## src/rtl/vga_timing_ctrl.sv

```systemverilog
// VGA timing generator and pin output stage: scan counters, renderer coordinates,
// sync/blank delay line matched to the renderer latency, and registered RGB/sync pins.
module vga_timing_ctrl #(
    parameter int H_ACTIVE     = 1280,
    parameter int H_FP         = 72,
    parameter int H_SYNC       = 128,
    parameter int H_BP         = 200,
    parameter int V_ACTIVE     = 800,
    parameter int V_FP         = 3,
    parameter int V_SYNC       = 6,
    parameter int V_BP         = 22,
    parameter bit H_POL        = 1'b0,
    parameter bit V_POL        = 1'b1,
    parameter int PIPE_LATENCY = 4
) (
    input  logic        clk,
    input  logic        rst,
    output logic [10:0] curr_x,
    output logic [9:0]  curr_y,
    input  logic [3:0]  i_pix_r,
    input  logic [3:0]  i_pix_g,
    input  logic [3:0]  i_pix_b,
    output logic [3:0]  vga_r,
    output logic [3:0]  vga_g,
    output logic [3:0]  vga_b,
    output logic        vga_hs,
    output logic        vga_vs,
    output logic        frame_start,
    output logic        vblank
);

    localparam logic [10:0] H_ACT    = 11'(H_ACTIVE);
    localparam logic [10:0] HS_BEGIN = 11'(H_ACTIVE + H_FP);
    localparam logic [10:0] HS_END   = 11'(H_ACTIVE + H_FP + H_SYNC);
    localparam logic [10:0] H_LAST   = 11'(H_ACTIVE + H_FP + H_SYNC + H_BP - 1);
    localparam logic [9:0]  V_ACT    = 10'(V_ACTIVE);
    localparam logic [9:0]  VS_BEGIN = 10'(V_ACTIVE + V_FP);
    localparam logic [9:0]  VS_END   = 10'(V_ACTIVE + V_FP + V_SYNC);
    localparam logic [9:0]  V_LAST   = 10'(V_ACTIVE + V_FP + V_SYNC + V_BP - 1);

    logic [10:0] h_cnt_reg, h_cnt_next;
    logic [9:0]  v_cnt_reg, v_cnt_next;
    logic        de_raw, hs_raw, vs_raw;
    logic        de_d, hs_d, vs_d;

    always_comb begin
        h_cnt_next = h_cnt_reg + 11'd1;
        v_cnt_next = v_cnt_reg;
        if (h_cnt_reg == H_LAST) begin
            h_cnt_next = '0;
            v_cnt_next = (v_cnt_reg == V_LAST) ? '0 : v_cnt_reg + 10'd1;
        end
    end

    always_ff @(posedge clk or negedge rst) begin
        if (!rst) begin
            h_cnt_reg <= '0;
            v_cnt_reg <= '0;
        end else begin
            h_cnt_reg <= h_cnt_next;
            v_cnt_reg <= v_cnt_next;
        end
    end

    always_comb begin
        de_raw      = (h_cnt_reg < H_ACT) && (v_cnt_reg < V_ACT);
        hs_raw      = (h_cnt_reg >= HS_BEGIN) && (h_cnt_reg < HS_END);
        vs_raw      = (v_cnt_reg >= VS_BEGIN) && (v_cnt_reg < VS_END);
        curr_x      = de_raw ? h_cnt_reg : '0;
        curr_y      = de_raw ? v_cnt_reg : '0;
        frame_start = (h_cnt_reg == '0) && (v_cnt_reg == '0);
        vblank      = (v_cnt_reg >= V_ACT);
    end

    // Delay line carries asserted-sync flags (not pin levels) so a cleared stage means idle syncs.
    genvar gi;
    generate
        for (gi = 0; gi < PIPE_LATENCY; gi++) begin : g_dly
            logic [2:0] stage_reg;
            if (gi == 0) begin : g_first
                always_ff @(posedge clk or negedge rst) begin
                    if (!rst) stage_reg <= '0;
                    else      stage_reg <= {de_raw, hs_raw, vs_raw};
                end
            end else begin : g_rest
                always_ff @(posedge clk or negedge rst) begin
                    if (!rst) stage_reg <= '0;
                    else      stage_reg <= g_dly[gi-1].stage_reg;
                end
            end
        end
    endgenerate

    assign {de_d, hs_d, vs_d} = g_dly[PIPE_LATENCY-1].stage_reg;

    always_ff @(posedge clk or negedge rst) begin
        if (!rst) begin
            vga_r  <= '0;
            vga_g  <= '0;
            vga_b  <= '0;
            vga_hs <= ~H_POL;
            vga_vs <= ~V_POL;
        end else begin
            vga_r  <= de_d ? i_pix_r : '0;
            vga_g  <= de_d ? i_pix_g : '0;
            vga_b  <= de_d ? i_pix_b : '0;
            vga_hs <= hs_d ? H_POL : ~H_POL;
            vga_vs <= vs_d ? V_POL : ~V_POL;
        end
    end

endmodule
```

## config.mk

```make
export PLATFORM = sky130hd
export DESIGN_NAME = vga_timing_ctrl
export DESIGN_NICKNAME = d
export VERILOG_FILES = /design/src/rtl/vga_timing_ctrl.sv
export SDC_FILE = /design/constraint.sdc
export NUM_CORES = 1
export LEC_CHECK = 0
export ABC_AREA = 1
export CORE_ASPECT_RATIO = 1.25
export CORE_UTILIZATION = 50
export CTS_CLUSTER_SIZE = 30
export DETAILED_ROUTE_END_ITERATION = 12
export PLACE_DENSITY = 0.79
export SLEW_MARGIN = 20
export SYNTH_ARGS = -nofsm -noshare
export SYNTH_HDL_FRONTEND = slang
export SYNTH_SLANG_ARGS = --single-unit
```

## constraint.sdc

```tcl
create_clock -name clk -period 1.8 [get_ports clk]
set_input_delay 0.36 -clock clk [delete_from_list [all_inputs] [get_ports clk]]
set_output_delay 0.36 -clock clk [all_outputs]
set_load 0.1 [all_outputs]
```

; ---- Word level (Yosys, flattened, before mapping)
; Index checks and enable logic that the tools add are counted.
; W data, S select, Z words.
[op_classes]
n_addsub = 2
order_cmp = 7
n_eq_ne = 2
muxes = 9
n_reduce_logical = 6
[ops]
columns = operator, count
row1 = $lt A11 B11 Y1 const B, 2
row2 = $mux W11, 2
row3 = $ge A10 B10 Y1 const B, 2
row4 = $lt A10 B10 Y1 const B, 2
row5 = $mux W10, 2
row6 = $mux W4, 3
row7 = $add A11 B1 Y11 const B, 1
row8 = $eq A11 B11 Y1 const B, 1
row9 = $ge A11 B11 Y1 const B, 1
row10 = $logic_not A11 Y1, 1
row11 = $add A10 B1 Y10 const B, 1
row12 = $eq A10 B10 Y1 const B, 1
row13 = $logic_not A10 Y1, 1
row14 = $logic_and A1 B1 Y1, 4
row15 = $mux W1, 2
[word_totals]
register_bits = 47
in_bits = 14
out_inout_bits = 37
word_cells = 37

; ---- Logic depth before layout (Yosys ltp)
; Gate-level depths: netlist of the first run.
[logic_depth]
ltp_word = 3
ltp_mapped = 10
depth_no_buf = 9

; ---- Least setup slack after synthesis of the first run
; OpenSTA, ideal clock, no wires.
[synth_timing]
path_type = flip-flop to output port
start = reg v_cnt_reg[7]
end = out curr_y[0]
arrival_ns = 2.311
required_ns = 1.440
path_slack_ns = -0.871
stages_incl_launch_ff = 7
cell_sequence = dfrtp_1 -> nor2_1 -> inv_1 -> o21ai_2 -> o21ai_1 -> buf_2 -> nor2_1
[synth_via]
elab_chain_len = 3
[synth_rtl]
columns = element, line_no
row1 = start: declaration, 42  ; logic [9:0] v_cnt_reg, v_cnt_next;
row2 = start signal: assignment, 61  ; v_cnt_reg <= v_cnt_next;
row3 = $lt A10 B10 Y1, 66  ; de_raw = (h_cnt_reg < H_ACT) && (v_cnt_reg < V_ACT);
row4 = $logic_and A1 B1 Y1, 66
row5 = $mux W10, 70  ; curr_y = de_raw ? v_cnt_reg : '0;
row6 = end: declaration, 19  ; output logic [9:0] curr_y,
; No other way between the ends.

; ---- Final worst setup path of the first run
[layout_timing]
start = reg v_cnt_reg[8]
end = out frame_start
[layout_via]
elab_chain_len = 2
[layout_rtl]
columns = element, line_no
row1 = $logic_not A10 Y1, 71  ; frame_start = (h_cnt_reg == '0) && (v_cnt_reg == '0);
row2 = $logic_and A1 B1 Y1, 71
row3 = end: declaration, 28  ; output logic frame_start,
; No other way between the ends.

==> out/metrics.yaml, run 1 <==
yosys:
  synth_seq_cells: 47
  yosysMostFrequentCell: "nand2_1"
  ys_top_cells_by_count: "57 x nand2_1, 51 x nor2_1, 50 x inv_1"
  synth_flop_cell: "dfrtp_1"
  synth_top_area_share_pct: 51.0
  netlist_area_sq_um: 2260
  synthArstFlopShare_pct: 100
  seq_area_frac_synth_pct: 52.1
  synth_edf_count: 0
  synth.area.top_cells: "dfrtp_1 51%, nand2_1 9.5%, nor2_1 8.5%"
  yosysWarnings: 0
  synth_top_area_cell: "dfrtp_1"
  synthesis.nets: 300
  synthCells: 280
  syn_avg_cell_area_sq_um: 8.07
  synth_cell_types: 29
place:
  post-dp-hpwl_mm: 4.73
  post-place-cells: 395
  numPortBuffers: 50
  place_ws_ns: 0.0396
  place_congestion: 0.868
timing:
  fin_setup_tns_ns: -6.05
  hold_viol: 0
  rsz0062_at_grt: "true"
  hold_slack_ns: 0.00618
  maxSlewViolCount: 0
  finalSetupViolations: 22
  worstMarginPinSlew_ns: 0.524
  min_period_ns: 2.20
  max_slew_margin_pct: 64.7
  fin_crit_sh_pct: 122
  skew_ns: 0.00758
  fin_ws_ns: -0.396
  clock.fmax_ghz: 0.455
clocking:
  clk_pin_slew_ns: 0.09
  cts_tree: "built"
  cts_max_path_buffers: 2
  htreeDepth: 2
  clock_sinks: 47
  root_buffer: "clkbuf_8"
  clk_latency_ns: 0.31
  cts_buffers: 5
layout:
  regArea_sq_um: 1180
  nets: 379
  antenna_cells: 0
  final_cells: 416
  largest_register_ffs: 12
  drive_above_1_share_pct: 34.4
  final_util_pct: 89.0
  areaGrowthSynthToFinish_pct: 65.3
  fillers: 164
  multiInputGateArea_sq_um: 1050
pwr:
  p_sw_share_pct: 25.4
  p_leak_nw: 1.78
  p_per_area_nw_per_um2: 562
  p_int_mw: 1.57
  p_seq_share_pct: 51.5
  switchingPower_mw: 0.532
  p_comb_share_pct: 10.8
  ir_drop_uv: 576
  p_clk_share_pct: 37.7
drt:
  topRoutingLayerUsed: "met4"
  drt_iter0_markers: 181
  drc: 0
  dr.pass1.iters: 4
  ant_nets: 0
  wl_per_cell_um: 18.9
  wl_met3_um: 747
  wl_met2_mm: 4.20
  num_vias: 2339
  wl_met1_mm: 2.55
  finalWirelength_mm: 7.85
  vias_per_cell: 5.62
critical_path:
  crit_required_ns: 1.44
  end_kind: "primary output"
  path_max_fanout: 3
  cp.arrival_ns: 1.84
  crit_type: "reg2out"
  cp-start-kind: "flip-flop"
floorplan:
  die_h_um: 77.1
  die_x_um: 62.1
  dieArea_sq_um: 4790
  start_util_pct: 53.8
  coreArea_sq_um: 4200
  row_count: 26
  ios: 51
status:
  violations: "negative setup slack"
  status: "complete, but fails checks"
flow_run:
  drv_cap: 0
min_path:
  hold_path_class: "in2async"
grt:
  grt_overflow_total: 0
  grt_pass1_wl_mm: 11.4
  antenna_found_initial: 0
  grt_pass1_vias: 2309
  grt.total_usage_pct: 32.0
  grt_start_max_net_pins: 24
==> power groups by stage <==
stage	combinational, mW	clock (mW)	sequential [mW]
final	0.227	0.792	1.08
after detailed placement	0.227	0	1.10
after CTS	0.228	0.786	1.08
after floorplan	0.00973	0	1.20
after global placement	0.223	0	1.10
after global routing	0.236	0.830	1.08
==> worst paths after layout <==
path / startpoint / endpoint / slack, ns / depth (start not counted)
setup / recovery: v_cnt_reg[8] / frame_start / -0.40 / 4
hold / removal: rst / vga_vs / 0.006 / 1
setup reg to reg: h_cnt_reg[0] / v_cnt_reg[5] / 0.01 / 11
hold reg to reg: g_dly[2].stage_reg[2] / g_dly[3].stage_reg[2] / 0.36 / 0
max in group asynchronous: rst / v_cnt_reg[2] / 1.20 / 2
min in group clk: g_dly[2].stage_reg[2] / g_dly[3].stage_reg[2] / 0.36 / 0
==> timing repair <==
item	CTS	global route
gates resized for setup	7	9
hold buffers	0	0
pin swaps	2	2
endpoints found under the setup margin	22	30
cloned	0	0
buffers inserted	6	7
==> placed cells by master, fill, tap and decap left out, types with 5 or more instances in the layout <==
cell / synthesis / layout
nand2_1: 57 / 55
buf_4: 0 / 27
inv_1: 50 / 41
xor2_1: 5 / 5
nand3_1: 17 / 16
dfrtp_1: 46 / 46
buf_12: 0 / 40
ha_1: 6 / 5
clkdlybuf4s50_1: 0 / 12
inv_2: 1 / 10
nor2_4: 1 / 23
a21oi_1: 7 / 7
clkbuf_8: 0 / 5
o21ai_0: 8 / 8
nor2_1: 51 / 27
==> worst max-delay path: stages (launching register included) <==
cell and delay, ns:
dfrtp_1 0.43, nor4_1 0.52, nand3b_1 0.21, nor2_4 0.17
buf_12 0.18
==> routing by layer <==
metal	vias up	GRT usage (%)
li1	1009	-
met1	1112	34.2
met2	176	58.0
met3	42	7.59
met4	0	16.3
met5	-	0
==> through the flow <==
stage	power, mW	instance area [sq um]
global route	2.15	3730
detailed placement	1.33	3460
global placement	1.32	3460
finish	2.10	3730
CTS	2.09	3640
floorplan	1.21	2430
==> cell families (layout without fill, tap and decap cells) <==
kind of cell             after synthesis  in the layout  synth area share, %
AND/OR/NAND/NOR                      140            140                 26.1
buffers and inverters                 60            140                 11.0
flip-flops                            47             47                 52.1
AO/OA/AOI/OAI                         22             22                 5.48
adder cells (fa/ha/maj)                6              6                 3.32
XOR/XNOR                               5              5                 1.94
==> layout make-up <==
cell class                 instances  share of cell area [%]
multi-input combinational        173                    28.0
timing repair buffer              80                    30.2
tap                               56                    1.88
sequential                        47                    31.5
clock inverter                     3                    1.17
clock buffer                       5                    1.84
inverter                          52                    5.29
No activity file was read; power rests on OpenSTA's default activity.
==> run 2: changes to the inputs <==
--- a/config.mk
+++ b/config.mk
@@ -10,6 +10,7 @@
 export CORE_UTILIZATION = 50
 export CTS_CLUSTER_SIZE = 30
 export DETAILED_ROUTE_END_ITERATION = 12
+export HOLD_SLACK_MARGIN = 0.02
 export PLACE_DENSITY = 0.79
 export SLEW_MARGIN = 20
 export SYNTH_ARGS = -nofsm -noshare
==> constraint.sdc (replaced) <==
create_clock -name clk -period 2.6 [get_ports clk]
set_input_delay 0.52 -clock clk [delete_from_list [all_inputs] [get_ports clk]]
set_output_delay 0.52 -clock clk [all_outputs]
set_load 0.1 [all_outputs]
==> run 2 against run 1 <==
  * Clock skew increased by 0.0030 ns
  * First-iteration DRC count shrank 61%
  * Critical endpoint is now curr_x[8]
  * Routed wire length fell by 39%
  * The run now ends clean
  * Largest power group unchanged
  * Total power is 36% lower
==> out/metrics.yaml, run 2 (synthesized netlist as in run 1, its figures left out) <==
layout:
  regArea_sq_um: 1180  # unchanged
  layout_commonest_cell: "nand2_1"  # unchanged
  multiInputGateArea_sq_um: 845  # was 1050 sq um
  areaGrowthSynthToFinish_pct: 36.6  # was 65.3%
  largest_register_ffs: 12  # unchanged
  drive_above_1_share_pct: 18.6  # was 34.4%
  fillers: 327  # was 164
  nets: 352  # was 379
  design_area_sq_um: 3090  # was 3730 sq um
  final_cell_mix: "57 x nand2_1, 50 x inv_1, 48 x nor2_1"  # was 55 x nand2_1, 46 x dfrtp_1, 41 x inv_1
  antenna_cells: 0  # unchanged
timing:
  rsz0062_at_grt: "false"  # was true
  fin_ws_ns: 0.157  # was -0.396 ns
  fin_setup_tns_ns: 0  # was -6.05 ns
  finalSetupViolations: 0  # was 22
  hold_viol: 0  # unchanged
  fin_crit_sh_pct: 94.0
  min_period_ns: 2.44
  skew_ns: 0.0105  # was 0.00758 ns
  maxSlewViolCount: 0  # unchanged
  max_slew_margin_pct: 72.7  # was 64.7%
  clock.fmax_ghz: 0.409
  worstMarginPinSlew_ns: 0.410  # was 0.524 ns
critical_path:
  critPathSlowestCell: "dfrtp_1"  # was nor4_1
  r2r-start: "h_cnt_reg[0]"  # unchanged
  timing.rr.end: "v_cnt_reg[3]"  # was v_cnt_reg[5]
  cp.arrival_ns: 1.92  # was 1.84 ns
  path_cells: "nor2_2 -> inv_1 -> o21ai_2 -> o21ai_2 -> buf_4 -> nor2_1 -> buf_12"  # was nor4_1 -> nand3b_1 -> nor2_4 -> buf_12
  crit_type: "reg2out"  # unchanged
  cp-start-kind: "flip-flop"  # unchanged
  r2r_cells: 8  # was 11
  worst_path_largest_cell_delay_ns: 0.44  # was 0.52 ns
  end_kind: "primary output"  # unchanged
  crit_required_ns: 2.08  # was 1.44 ns
  cpMostUsedCell: "o21ai_2"
  ff2ff_setup_slack_ns: 0.96  # was 0.01 ns
  path_max_fanout: 15  # was 3
  crit_family: "buffers and inverters"  # was simple AND/OR/NAND/NOR gates
  cp.buffers_inverters: 3  # was 1
place:
  post-dp-hpwl_mm: 3.64  # was 4.73 mm
  place_ws_ns: 0.380  # was 0.0396 ns
  numPortBuffers: 50  # unchanged
  dpl_cell_area_sq_um: 2980  # was 3460 sq um
  place_congestion: 0.877  # was 0.868
grt:
  grt_overflow_total: 0  # unchanged
  antenna_found_initial: 0  # unchanged
  grt.total_usage_pct: 22.0  # was 32.0%
  grt_pass1_wl_mm: 8.18  # was 11.4 mm
  grt_start_max_net_pins: 35  # was 24
  grt_pass1_vias: 1828  # was 2309
pwr:
  ir_drop_uv: 312  # was 576 uV
  p_leak_nw: 1.55  # was 1.78 nW
  p_per_area_nw_per_um2: 433  # was 562 nW/um^2
floorplan:
  ios: 51  # unchanged
  start_util_pct: 53.8  # unchanged
  die_x_um: 62.1  # unchanged
  dieArea_sq_um: 4790  # unchanged
  coreArea_sq_um: 4200  # unchanged
  die_h_um: 77.1  # unchanged
  row_count: 26  # unchanged
drt:
  dr.pass1.iters: 4  # unchanged
  finalWirelength_mm: 4.80  # was 7.85 mm
  vias_per_cell: 4.94  # was 5.62
  num_vias: 1923  # was 2339
  ant_nets: 0  # unchanged
  wl_per_cell_um: 12.3  # was 18.9 um
  drc: 0  # unchanged
  drt_iter0_markers: 71  # was 181
clocking:
  clk_pin_slew_ns: 0.10  # was 0.09 ns
  clock_sinks: 47  # unchanged
  cts_tree: "built"  # unchanged
  root_buffer: "clkbuf_8"  # unchanged
  cts_buffers: 5  # unchanged
  htreeDepth: 2  # unchanged
  hold_buffers: 0  # unchanged
  cts_max_path_buffers: 2  # unchanged
  clk_latency_ns: 0.31  # about the same
status:
  status: "complete, no violations"  # was complete, but fails checks
flow_run:
  drv_cap: 0  # unchanged
min_path:
  hold_path_class: "in2async"  # unchanged
==> run 2: cell count changes in the layout (fill, tap and decap cells not counted), sizes merged <==
| cell | before | now |
|---|---|---|
| buf | 68 | 41 |
| bufinv | 1 | 0 |
| clkinv | 2 | 1 |
| clkinvlp | 0 | 1 |
| inv | 52 | 53 |
==> run 2: worst max-delay path by stage <==
stage / slack [ns] / startpoint / depth (start not counted) / endpoint
after floorplan: -0.23 / v_cnt_reg[7] / 6 / curr_y[0]
after global placement: 0.41 / v_cnt_reg[7] / 7 / curr_x[8]
after detailed placement: 0.38 / v_cnt_reg[6] / 7 / curr_y[4]
after CTS: 0.02 / v_cnt_reg[6] / 7 / curr_y[4]
after global routing: 0.03 / v_cnt_reg[6] / 7 / curr_x[0]
final: 0.16 / v_cnt_reg[7] / 7 / curr_x[8]
==> run 2: stage by stage <==
stage | power (mW) | std cells | utilization, % | hold WS, ns
6_report | 1.34 | 389 | 73.5 | 0.0823
3_3_place_gp | 0.885 | 381 | 71.0 | 0.333
4_1_cts | 1.35 | 389 | 73.3 | 0.0868
2_1_floorplan | 0.835 | 280 | - | 0.224
3_5_place_dp | 0.887 | 381 | 71.0 | 0.340
5_1_grt | 1.39 | 389 | 73.5 | 0.105
==> run 2: power breakdown <==
group	switching, mW	internal, mW	total [mW]
Combinational	0.0972	0.0325	0.130
Sequential	0.00232	0.740	0.742
Clock	0.264	0.199	0.464
==> run 2: metal layers <==
metal | part of all wire, % | GRT usage, % | vias to the layer above
li1 | - | - | 955
met1 | 42 | 26.5 | 888
met2 | 51 | 39.0 | 74
met3 | 5.5 | 4.17 | 6
met4 | 1.3 | 7.21 | 0
met5 | 0 | 0 | -
==> run 2: layout make-up <==
type	count	share of cell area (%)
tap	56	2.27
inverter	52	6.37
clock buffer	5	2.23
sequential	47	38.2
timing repair buffer	53	22.7
clock inverter	3	0.892
multi-input combinational	173	27.4
==> run 2: what timing repair did <==
action,4_1_cts,5_1_grt
setup endpoints to repair,0,15
buffers inserted,0,0
gates resized for setup,0,3
==> run 2: worst reg2reg max path, stage by stage, from the launching register on <==
cell and delay [ns]:
dfrtp_1 0.39, ha_1 0.21, nand3_2 0.11, clkinv_2 0.11, nand2_2 0.07, nor2_4 0.29
nand2_1 0.20, nand2_1 0.10, nor2_1 0.04
